===== config.mk =====
export PLATFORM = sky130hd
export DESIGN_NAME = instruction_fetch_flat
export DESIGN_NICKNAME = d
export VERILOG_FILES = /design/src/rtl/instruction_fetch_if.sv /design/src/rtl/instruction_fetch.sv /design/src/flat_wrapper.sv
export SDC_FILE = /design/constraint.sdc
export NUM_CORES = 1
export LEC_CHECK = 0
export CAP_MARGIN = 30
export CORE_ASPECT_RATIO = 1.4
export CORE_UTILIZATION = 48
export CTS_CLUSTER_DIAMETER = 50
export DETAILED_ROUTE_END_ITERATION = 7
export GPL_TIMING_DRIVEN = 0
export PLACE_DENSITY = 0.87
export REMOVE_ABC_BUFFERS = 1
export SETUP_SLACK_MARGIN = 0.3
export SYNTH_ARGS = -nofsm -noshare
export SYNTH_HDL_FRONTEND = slang
export SYNTH_SLANG_ARGS = --single-unit

===== constraint.sdc =====
create_clock -name clk -period 1.9 [get_ports clk]
set_input_delay 0.38 -clock clk [delete_from_list [all_inputs] [get_ports clk]]
set_output_delay 0.38 -clock clk [all_outputs]
set_load 0.02 [all_outputs]

===== src/rtl/instruction_fetch_if.sv =====
// Instruction memory port bundle between the fetch stage and a 16x16 registered-read memory.
interface instruction_fetch_if #(
  parameter int unsigned ADDR_W  = 4,
  parameter int unsigned INSTR_W = 16
);
  logic [ADDR_W-1:0]  addr;
  logic               wren;
  logic [INSTR_W-1:0] din;
  logic [INSTR_W-1:0] q;

  // Fetch stage drives the request side, memory returns q one cycle later.
  modport master (output addr, output wren, output din, input q);
  modport slave  (input addr, input wren, input din, output q);
endinterface


===== src/rtl/instruction_fetch.sv =====
// Fetch stage: owns the PC, absorbs the memory's one-cycle read latency and
// presents a registered IF/ID word, with decode stall (via a 1-entry skid)
// and branch redirect with flush.
module instruction_fetch #(
  parameter int unsigned       ADDR_W   = 4,
  parameter int unsigned       INSTR_W  = 16,
  parameter logic [ADDR_W-1:0] RESET_PC = '0
) (
  input  logic                clk,
  input  logic                rst_n,
  input  logic                stall_i,
  input  logic                redirect_i,
  input  logic [ADDR_W-1:0]   redirect_addr_i,
  instruction_fetch_if.master imem,
  output logic [INSTR_W-1:0]  instr_o,
  output logic [ADDR_W-1:0]   instr_pc_o,
  output logic                instr_valid_o
);

  // BOOT: nothing in flight; RUN: word arriving on q; HOLD: skid buffer full.
  typedef enum logic [1:0] {
    BOOT = 2'd0,
    RUN  = 2'd1,
    HOLD = 2'd2
  } state_e;

  state_e             state_q, state_d;
  logic [ADDR_W-1:0]  pc_q, pc_d;
  logic [ADDR_W-1:0]  req_pc_q, req_pc_d;
  logic [INSTR_W-1:0] skid_instr_q, skid_instr_d;
  logic [ADDR_W-1:0]  skid_pc_q, skid_pc_d;
  logic [INSTR_W-1:0] instr_q, instr_d;
  logic [ADDR_W-1:0]  instr_pc_q, instr_pc_d;
  logic               instr_valid_q, instr_valid_d;

  // State and datapath registers with synchronous active-low reset.
  always_ff @(posedge clk) begin
    if (!rst_n) begin
      state_q       <= BOOT;
      pc_q          <= RESET_PC;
      req_pc_q      <= '0;
      skid_instr_q  <= '0;
      skid_pc_q     <= '0;
      instr_q       <= '0;
      instr_pc_q    <= '0;
      instr_valid_q <= 1'b0;
    end else begin
      state_q       <= state_d;
      pc_q          <= pc_d;
      req_pc_q      <= req_pc_d;
      skid_instr_q  <= skid_instr_d;
      skid_pc_q     <= skid_pc_d;
      instr_q       <= instr_d;
      instr_pc_q    <= instr_pc_d;
      instr_valid_q <= instr_valid_d;
    end
  end

  // Next-state: redirect beats stall; stall parks the arriving word in the skid.
  always_comb begin
    state_d       = state_q;
    pc_d          = pc_q;
    req_pc_d      = req_pc_q;
    skid_instr_d  = skid_instr_q;
    skid_pc_d     = skid_pc_q;
    instr_d       = instr_q;
    instr_pc_d    = instr_pc_q;
    instr_valid_d = instr_valid_q;

    if (redirect_i) begin
      pc_d          = redirect_addr_i;
      state_d       = BOOT;
      instr_valid_d = 1'b0;
    end else if (stall_i) begin
      // Only a word actually in flight needs saving; PC holds so memory rereads.
      case (state_q)
        RUN: begin
          skid_instr_d = imem.q;
          skid_pc_d    = req_pc_q;
          state_d      = HOLD;
        end
        HOLD:    state_d = HOLD;
        default: state_d = BOOT;
      endcase
    end else begin
      if (state_q == HOLD) begin
        instr_d       = skid_instr_q;
        instr_pc_d    = skid_pc_q;
        instr_valid_d = 1'b1;
      end else begin
        instr_d       = imem.q;
        instr_pc_d    = req_pc_q;
        instr_valid_d = (state_q == RUN);
      end
      state_d  = RUN;
      req_pc_d = pc_q;
      pc_d     = pc_q + ADDR_W'(1);
    end
  end

  // The stage only reads memory; address comes straight from the PC register.
  assign imem.addr = pc_q;
  assign imem.wren = 1'b0;
  assign imem.din  = '0;

  assign instr_o       = instr_q;
  assign instr_pc_o    = instr_pc_q;
  assign instr_valid_o = instr_valid_q;

endmodule


===== src/flat_wrapper.sv =====
// flat-port wrapper written by rule: the top's interface ports become plain ports
module instruction_fetch_flat 
#(
  parameter int unsigned       ADDR_W   = 4,
  parameter int unsigned       INSTR_W  = 16,
  parameter logic [ADDR_W-1:0] RESET_PC = '0
)
  (clk, rst_n, stall_i, redirect_i, redirect_addr_i, instr_o, instr_pc_o, instr_valid_o, imem_addr, imem_wren, imem_din, imem_q);
  instruction_fetch_if #(.ADDR_W(ADDR_W), .INSTR_W(INSTR_W)) imem_i ();
  input  logic clk;
  input  logic rst_n;
  input  logic stall_i;
  input  logic redirect_i;
  input  logic [ADDR_W-1:0] redirect_addr_i;
  output logic [INSTR_W-1:0] instr_o;
  output logic [ADDR_W-1:0] instr_pc_o;
  output logic instr_valid_o;
  output wire logic [$bits(imem_i.addr)-1:0] imem_addr;
  output wire logic [$bits(imem_i.wren)-1:0] imem_wren;
  output wire logic [$bits(imem_i.din)-1:0] imem_din;
  input wire logic [$bits(imem_i.q)-1:0] imem_q;
  assign imem_addr = imem_i.addr;
  assign imem_wren = imem_i.wren;
  assign imem_din = imem_i.din;
  assign imem_i.q = imem_q;
  instruction_fetch #(.ADDR_W(ADDR_W), .INSTR_W(INSTR_W), .RESET_PC(RESET_PC)) u_core (.clk(clk), .rst_n(rst_n), .stall_i(stall_i), .redirect_i(redirect_i), .redirect_addr_i(redirect_addr_i), .imem(imem_i), .instr_o(instr_o), .instr_pc_o(instr_pc_o), .instr_valid_o(instr_valid_o));
endmodule

=== After elaboration in Yosys (flattened, before gate mapping) ===
Cells that the tools add are included.

* Input port bits: 24
* Flip-flop bits (word level): 51
* Output and inout port bits: 42

* Add/subtract/negate cells: 1
* Eq/ne operators: 3
* Multiplexer cells: 7
* Reduce and logical (&&, ||, !) cells: 5
* Bitwise gates (word level): 3

{| class="wikitable"
|+ Operators by type and width
! operator !! number
|-
| $mux W16 || 1
|-
| $mux W4 || 3
|-
| $add A4 B1 Y4 const B || 1
|-
| $reduce_or A2 Y1 || 2
|-
| $not A1 Y1 || 3
|-
| $reduce_and A3 Y1 || 1
|-
| $reduce_or A3 Y1 || 1
|-
| $eq A2 B1 Y1 const B || 1
|-
| $eq A2 B2 Y1 const B || 1
|-
| $mux W1 || 2
|-
| $mux W2 || 1
|-
| $ne A2 B1 Y1 const B || 1
|-
| $reduce_and A2 Y1 || 1
|}

=== Logic depth before layout (Yosys ltp) ===
Gate-level depths: netlist (run 1).

* Depth after elaboration: 4
* Mapped depth: 6

=== Worst setup path before layout (run 1) ===
Ideal clock, no wire load.

* Path kind: register to register
* Start point: reg u_core.pc_q[0] (netlist: u_core.imem.addr[0])
* End point: reg u_core.pc_q[1] (netlist: u_core.imem.addr[1])
* Setup slack: 661 ps
* Setup time: 115 ps
* Data arrival time: 1124 ps
* Required time: 1785 ps
* Stages on the path, launching flop included: 5
* Buffers on the path: 0
* Cells stage by stage: dfxtp_1 -> ha_1 -> mux2i_1 -> o21ai_0 -> and2_1

* Longest elaborated chain between the ends: 3

{| class="wikitable"
|+ Ends and longest elaborated chain
! element !! line !! source
|-
| from (decl) || instruction_fetch.sv:28 || <nowiki>logic [ADDR_W-1:0] pc_q, pc_d;</nowiki>
|-
| from (signal assigned) || instruction_fetch.sv:49 || <nowiki>pc_q <= pc_d;</nowiki>
|-
| $add A4 B1 Y4 || instruction_fetch.sv:97 || <nowiki>pc_d = pc_q + ADDR_W'(1);</nowiki>
|-
| $mux W4 || instruction_fetch.sv:74 || <nowiki>end else if (stall_i) begin</nowiki>
|-
| $mux W4 || instruction_fetch.sv:70 || <nowiki>if (redirect_i) begin</nowiki>
|}

No other way between the ends. The select of a mux whose other input is x is not followed.
A chain may end at the register's enable or synchronous reset.

=== Worst setup path after layout (run 1) ===
* Start point: reg u_core.pc_q[0] (netlist: u_core.imem.addr[0])
* End point: out imem_addr[0]

{| class="wikitable"
|+ RTL lines
! element !! line !! source
|-
| to (decl) || flat_wrapper.sv:18 || <nowiki>output wire logic [$bits(imem_i.addr)-1:0] imem_addr;</nowiki>
|}

No word-level cell between the ends.

==> metrics.txt, run 1 <==
status finished, final reports clean; Via-to-Cell Ratio approximately 5; CP max stage delay roughly 0.47 ns; crit path kind reg2out; final worst slack 0.394 ns; largest net degree at the start of global routing 52; Die Wd 61.7 µm; Layout fillers about 420; worst r2r path cells 6; layout cells sized above 1 between 10% and 20%; H-tree Lvls 2; worst r2r src u_core.state_q[0]$_SDFF_PP0_; DP Area 2810 µm²; drt total wl between 4000 and 5000 µm; power per cell area 718 nW/µm²; WP depth 1; cells along the critical path dlygate4sd2_1; Nets approximately 320; cell taking the most area after synthesis dfxtp_1; commonest cells after routing, fill and taps aside 66 x nand2_1, 51 x dfxtp_1, 25 x dlygate4sd2_1; Die Y roughly 86 µm; Congestion Overflow GR 0; Slew Limit Headroom between 40% and 50%; CP Data Required Time between 1.5 and 2 ns; All-Layer GR Usage about a fifth; Most Crowded Layer GR met2; fin crit share about four fifths; slowest cell on the critical path dfxtp_1; hold wc startpoint u_core.skid_instr_q[12]$_SDFFE_PN0P_; met3 usage between 4 and 5%; Reg clk slew, reported paths about 0.080 ns; Seq/Total Area, Yosys 42.6%; DR WL/cell ~14 µm; Max-Cap Viols 0; CTS Buffer Depth 2; M1 GR Usage a little under a quarter; Starting Density 49.5%; Slew Viols, Final 0; Pre-antenna DRT Iters 4; cell area after synthesis 2400 µm²; count of hold-fix buffers inserted at cts 0; clock tree from TritonCTS built; area grow syn2layout 23.0%; Clock Skews about 0.007 ns; CP Launch Type flop; fraction of registers with async set/reset 0%; Worst EP arrival roughly 1.1 ns; Peak Freq 0.664 GHz; vias in the first global route roughly 1600; crit path buf inv count 1; Worst Tran Pin Value roughly 0.80 ns; DP Worst Slack -0.466 ns; initial antenna violation count 0; Critical R2R Capture u_core.instr_o[1]$_SDFFE_PN0P_; #FFs+latches synth 51; hpwl dp 2660 µm; core footprint between 4000 and 5000 µm²; Leak between 1 and 1.5 nW; yosys warns 0; DIE AREA 5290 µm²; Synth cell types 26; final hold violations 0; first-pass GRT wire length between 7000 and 8000 µm; CP delay by family, top flip-flops; Ports 66; Total Power around 2.1 mW; Final Instance Area roughly 2900 µm²; largest fanout on the critical path 5; Routed Antenna Nets 0; Synth top area share a little over two fifths; clk sink count 51; leading cell type in the layout, fill and taps excluded nand2_1; Root Driver clkbuf_8; worst min path class reg2reg; Util after Layout around three fifths; drc violations 0; Syn Area/Cell 9.67 µm²; commonest register cell after synthesis dfxtp_1; crit path time final around 1.5 ns; final setup vio count 0; CTS Buf Count 5; Diodes inserted 0; number of synthesized flops with an enable pin 0; # rows 30; hold path depth 2; crit end category output pin; DR vias approximately 1800; RSZ-0062 raised after global routing no; Mapped Cells between 200 and 250; clk_lat worst skew approximately 0.30 ns; WHS Endpoint u_core.skid_instr_q[12]$_SDFFE_PN0P_; CP Launch Point u_core.imem.addr[0]$_SDFFE_PN0P_; VDD IR max approximately 450 µV; Routability Congestion approximately 0.7; port bufs 48; top post-synthesis cells by area dfxtp_1 43%, nand2_1 10%, a21boi_2 9.4%; DRT iter0 DRCs 105; met2 GRT Util 33.1%; flop2flop setup slack 0.42 ns
[synthesized netlist by cell type (2+ instances only)]
| cell | instances |
|---|---|
| clkbuf_1 | 5 |
| a21oi_1 | 3 |
| a21boi_0 | 4 |
| buf_2 | 7 |
| ha_1 | 3 |
| dfxtp_1 | 51 |
| inv_1 | 3 |
| o211a_1 | 20 |
| buf_6 | 3 |
| o21ai_0 | 8 |
| nand2_1 | 66 |
| mux2i_1 | 21 |
| xor2_1 | 2 |
| a21boi_2 | 20 |
| buf_4 | 19 |
| and2_1 | 3 |
[through the flow]
step	cells	TNS [ns]	hold slack [ns]
after detailed placement	343	-19.60	0.457
after CTS	359	0	0.469
after floorplan	230	0	0.448
after global placement	342	-22.08	0.452
after global routing	359	0	0.488
final	359	0	0.469
[logic make-up (layout without fill, tap and decap cells)]
kind of cell	Yosys count	in the layout	synth area share, %
and+or+nand+nor	77	82	14.5
AOI/OAI and AO/OA	55	55	21.3
DFF	51	51	42.6
buffers and inverters	37	63	10.1
muxes	21	21	8.76
adders and majority gates	3	3	1.57
xor gates and xnor gates	3	3	1.10
other	1	17	0.156
[state kept, by name, indices dropped and copies added, names as in the netlist]
signal / count
u_core.imem.addr: 4
u_core.instr_o: 16
u_core.instr_pc_o: 4
u_core.instr_valid_o: 1
u_core.req_pc_q: 4
u_core.skid_instr_q: 16
u_core.skid_pc_q: 4
u_core.state_q: 2
[power breakdown]
group	leakage [nW]	switching, mW	internal, mW	total (mW)
logic	0.876	0.180	0.136	0.316
clock network	0.0515	0.333	0.333	0.666
registers	0.416	0.0267	1.11	1.14
total	1.34	0.539	1.58	2.12
[how the worst max path moves through the flow]
stage,end
after floorplan,u_core.instr_o[0]$_SDFFE_PN0P_
after global placement,u_core.imem.addr[2]$_SDFFE_PN0P_
after detailed placement,u_core.skid_instr_q[0]$_SDFFE_PN0P_
after CTS,u_core.skid_instr_q[8]$_SDFFE_PN0P_
after global routing,u_core.instr_o[3]$_SDFFE_PN0P_
final,imem_addr[0]
[timing repair]
action,4_1_cts,5_1_grt
setup buffers,3,0
pin swaps,3,1
gates resized for setup,32,5
gates cloned,5,0
setup endpoints to repair,70,15
[metal layers]
metal	vias to the layer above	share of wire, %
met3	9	4.0
li1	901	-
met1	874	45
met2	57	50
met4	0	1.5
met5	-	0
[area by class of cell]
type	count	area, µm²	area share (%)
Clock buffer	8	100	3.39
Inverter	3	11.3	0.382
Multi-Input combinational cell	181	1250	42.5
Sequential cell	51	1020	34.6
Tap cell	64	80.1	2.72
Timing Repair Buffer	52	484	16.4
No activity file was read; power rests on OpenSTA's default activity.
==> run 2, diff against run 1 <==
--- a/config.mk
+++ b/config.mk
@@ -7,11 +7,11 @@
 export LEC_CHECK = 0
 export CAP_MARGIN = 30
 export CORE_ASPECT_RATIO = 1.4
-export CORE_UTILIZATION = 48
+export CORE_UTILIZATION = 43
 export CTS_CLUSTER_DIAMETER = 50
 export DETAILED_ROUTE_END_ITERATION = 7
 export GPL_TIMING_DRIVEN = 0
-export PLACE_DENSITY = 0.87
+export PLACE_DENSITY = 0.83
 export REMOVE_ABC_BUFFERS = 1
 export SETUP_SLACK_MARGIN = 0.3
 export SYNTH_ARGS = -nofsm -noshare
==> constraint.sdc (replaced) <==
create_clock -name clk -period 1.25 [get_ports clk]
set_input_delay 0.25 -clock clk [delete_from_list [all_inputs] [get_ports clk]]
set_output_delay 0.25 -clock clk [all_outputs]
set_load 0.02 [all_outputs]
==> metrics.txt, run 2 (synthesis results as in run 1) <==
cells along the critical path inv_2 -> ha_4 -> buf_12 -> mux2i_1 -> nand2_1 -> o211a_1; Routed Antenna Nets 0; Ports 66; hpwl dp about 2800 µm; Routability Congestion slightly below 0.7; worst r2r path cells 6; CP Launch Type flop; Worst EP arrival approximately 1.4 ns; Most Crowded Layer GR met2; Clock Skews 0.00642 ns; vias in the first global route 1926; Final Instance Area 3210 µm²; M1 GR Usage 21.1%; CP Launch Point u_core.state_q[0]$_SDFF_PP0_; WP depth 6; Leak around 1.4 nW; initial antenna violation count 0; Die Y approximately 90 µm; Starting Density between 40% and 50%; DP Worst Slack -1.02 ns; area grow syn2layout 33.9%; All-Layer GR Usage between 10% and 20%; worst min path class in2reg; Diodes inserted 0; flop2flop setup slack approximately 0.013 ns; final worst slack ~0.013 ns; Die Wd 65.1 µm; Slew Viols, Final 0; CP delay by family, top flip-flops; crit path kind reg2reg; drc violations 0; clk sink count about 50; RSZ-0062 raised after global routing yes; CP Data Required Time 1.44 ns; crit end category flop; final setup vio count 0; VDD IR max roughly 690 µV; layout cells sized above 1 a little over a third; CTS Buffer Depth 2; clk_lat worst skew about 0.30 ns; H-tree Lvls 2; Hold Slack roughly 0.33 ns; first-pass GRT wire length between 8000 and 9000 µm; Pre-antenna DRT Iters 4; DR WL/cell ~14 µm; Root Driver clkbuf_8; Via-to-Cell Ratio 5.08; worst r2r src u_core.state_q[0]$_SDFF_PP0_; Nets 336; crit path buf inv count 2; Critical R2R Capture u_core.instr_o[0]$_SDFFE_PN0P_; Reg clk slew, reported paths around 0.09 ns; Total Power 3.23 mW; slowest cell on the critical path dfxtp_2; CP max stage delay roughly 0.34 ns; status finished, final reports clean; Congestion Overflow GR 0; Max-Cap Viols 0; # rows 31; DRT iter0 DRCs 63; crit path time final ~1.2 ns; total negative slack 0 ns; drt total wl between 5000 and 6000 µm; port bufs between 40 and 50; met2 GRT Util a little over a third; final hold violations 0; leading cell type in the layout, fill and taps excluded nand2_1; DIE AREA around 6000 µm²; power per cell area about 1000 nW/µm²; fin crit share 99.0%; CTS Buf Count 5; largest net degree at the start of global routing 52; DP Area 2800 µm²; core footprint 5280 µm²; met3 usage under 10%; commonest cells after routing, fill and taps aside 66 x nand2_1, 30 x buf_6, 24 x dfxtp_2, 24 x dfxtp_1, 21 x mux2i_1; DR vias roughly 1900; Peak Freq slightly above 0.8 GHz; largest fanout on the critical path 10; clock tree from TritonCTS built; Critical Path End u_core.instr_o[0]$_SDFFE_PN0P_
-- run 2: power by group --
group	switching, mW	internal, mW	total (mW)
registers	0.0502	1.70	1.75
clock network	0.499	0.394	0.893
logic	0.294	0.293	0.588
-- run 2: area by class of cell --
type,count,area (µm²)
multi-input combinational,183,1300
clock buffer,7,76.3
inverter,3,11.3
fill,470,2060
timing repair buffer,65,676
clock inverter,1,5.00
tap,66,82.6
sequential,51,1060
-- run 2: routing by layer --
metal  wire length [µm]  part of all wire (%)  up-vias
li1                   -                     -      932
met1               2250                    42      921
met2               2880                    54       51
met3                165                   3.1        6
met4                 65                   1.2        0
met5                  0                     0        -
-- run 2: per-stage QoR --
stage	utilization [%]	std cells
2_1_floorplan	-	230
3_3_place_gp	52.9	344
3_5_place_dp	53.1	345
4_1_cts	60.0	373
5_1_grt	60.9	376
6_report	60.9	376
-- run 2: worst min-delay path by stage --
stage / slack (ns) / start / cells after the start / endpoint
final: 0.33 / redirect_i / 2 / u_core.instr_valid_o$_SDFFE_PP0N_
after global routing: 0.35 / stall_i / 2 / u_core.state_q[1]$_SDFF_PP0_
after CTS: 0.40 / rst_n / 2 / u_core.instr_pc_o[2]$_SDFFE_PN0P_
after detailed placement: 0.46 / u_core.skid_instr_q[6]$_SDFFE_PN0P_ / 2 / u_core.skid_instr_q[6]$_SDFFE_PN0P_
after global placement: 0.45 / u_core.skid_instr_q[6]$_SDFFE_PN0P_ / 2 / u_core.skid_instr_q[6]$_SDFFE_PN0P_
after floorplan: 0.33 / redirect_i / 1 / u_core.state_q[1]$_SDFF_PP0_
-- run 2: repair_timing --
action,4_1_cts,5_1_grt
gates cloned,7,0
gates resized for setup,206,10
pin swaps,8,4
setup buffers,13,3
hold buffers,0,0
setup endpoints to repair,76,71
-- run 2: worst register-to-register path, stage by stage, from the launching register on --
cell	delay (ns)
dfxtp_2	0.34
inv_2	0.06
ha_4	0.16
buf_12	0.15
mux2i_1	0.23
nand2_1	0.08
o211a_1	0.13
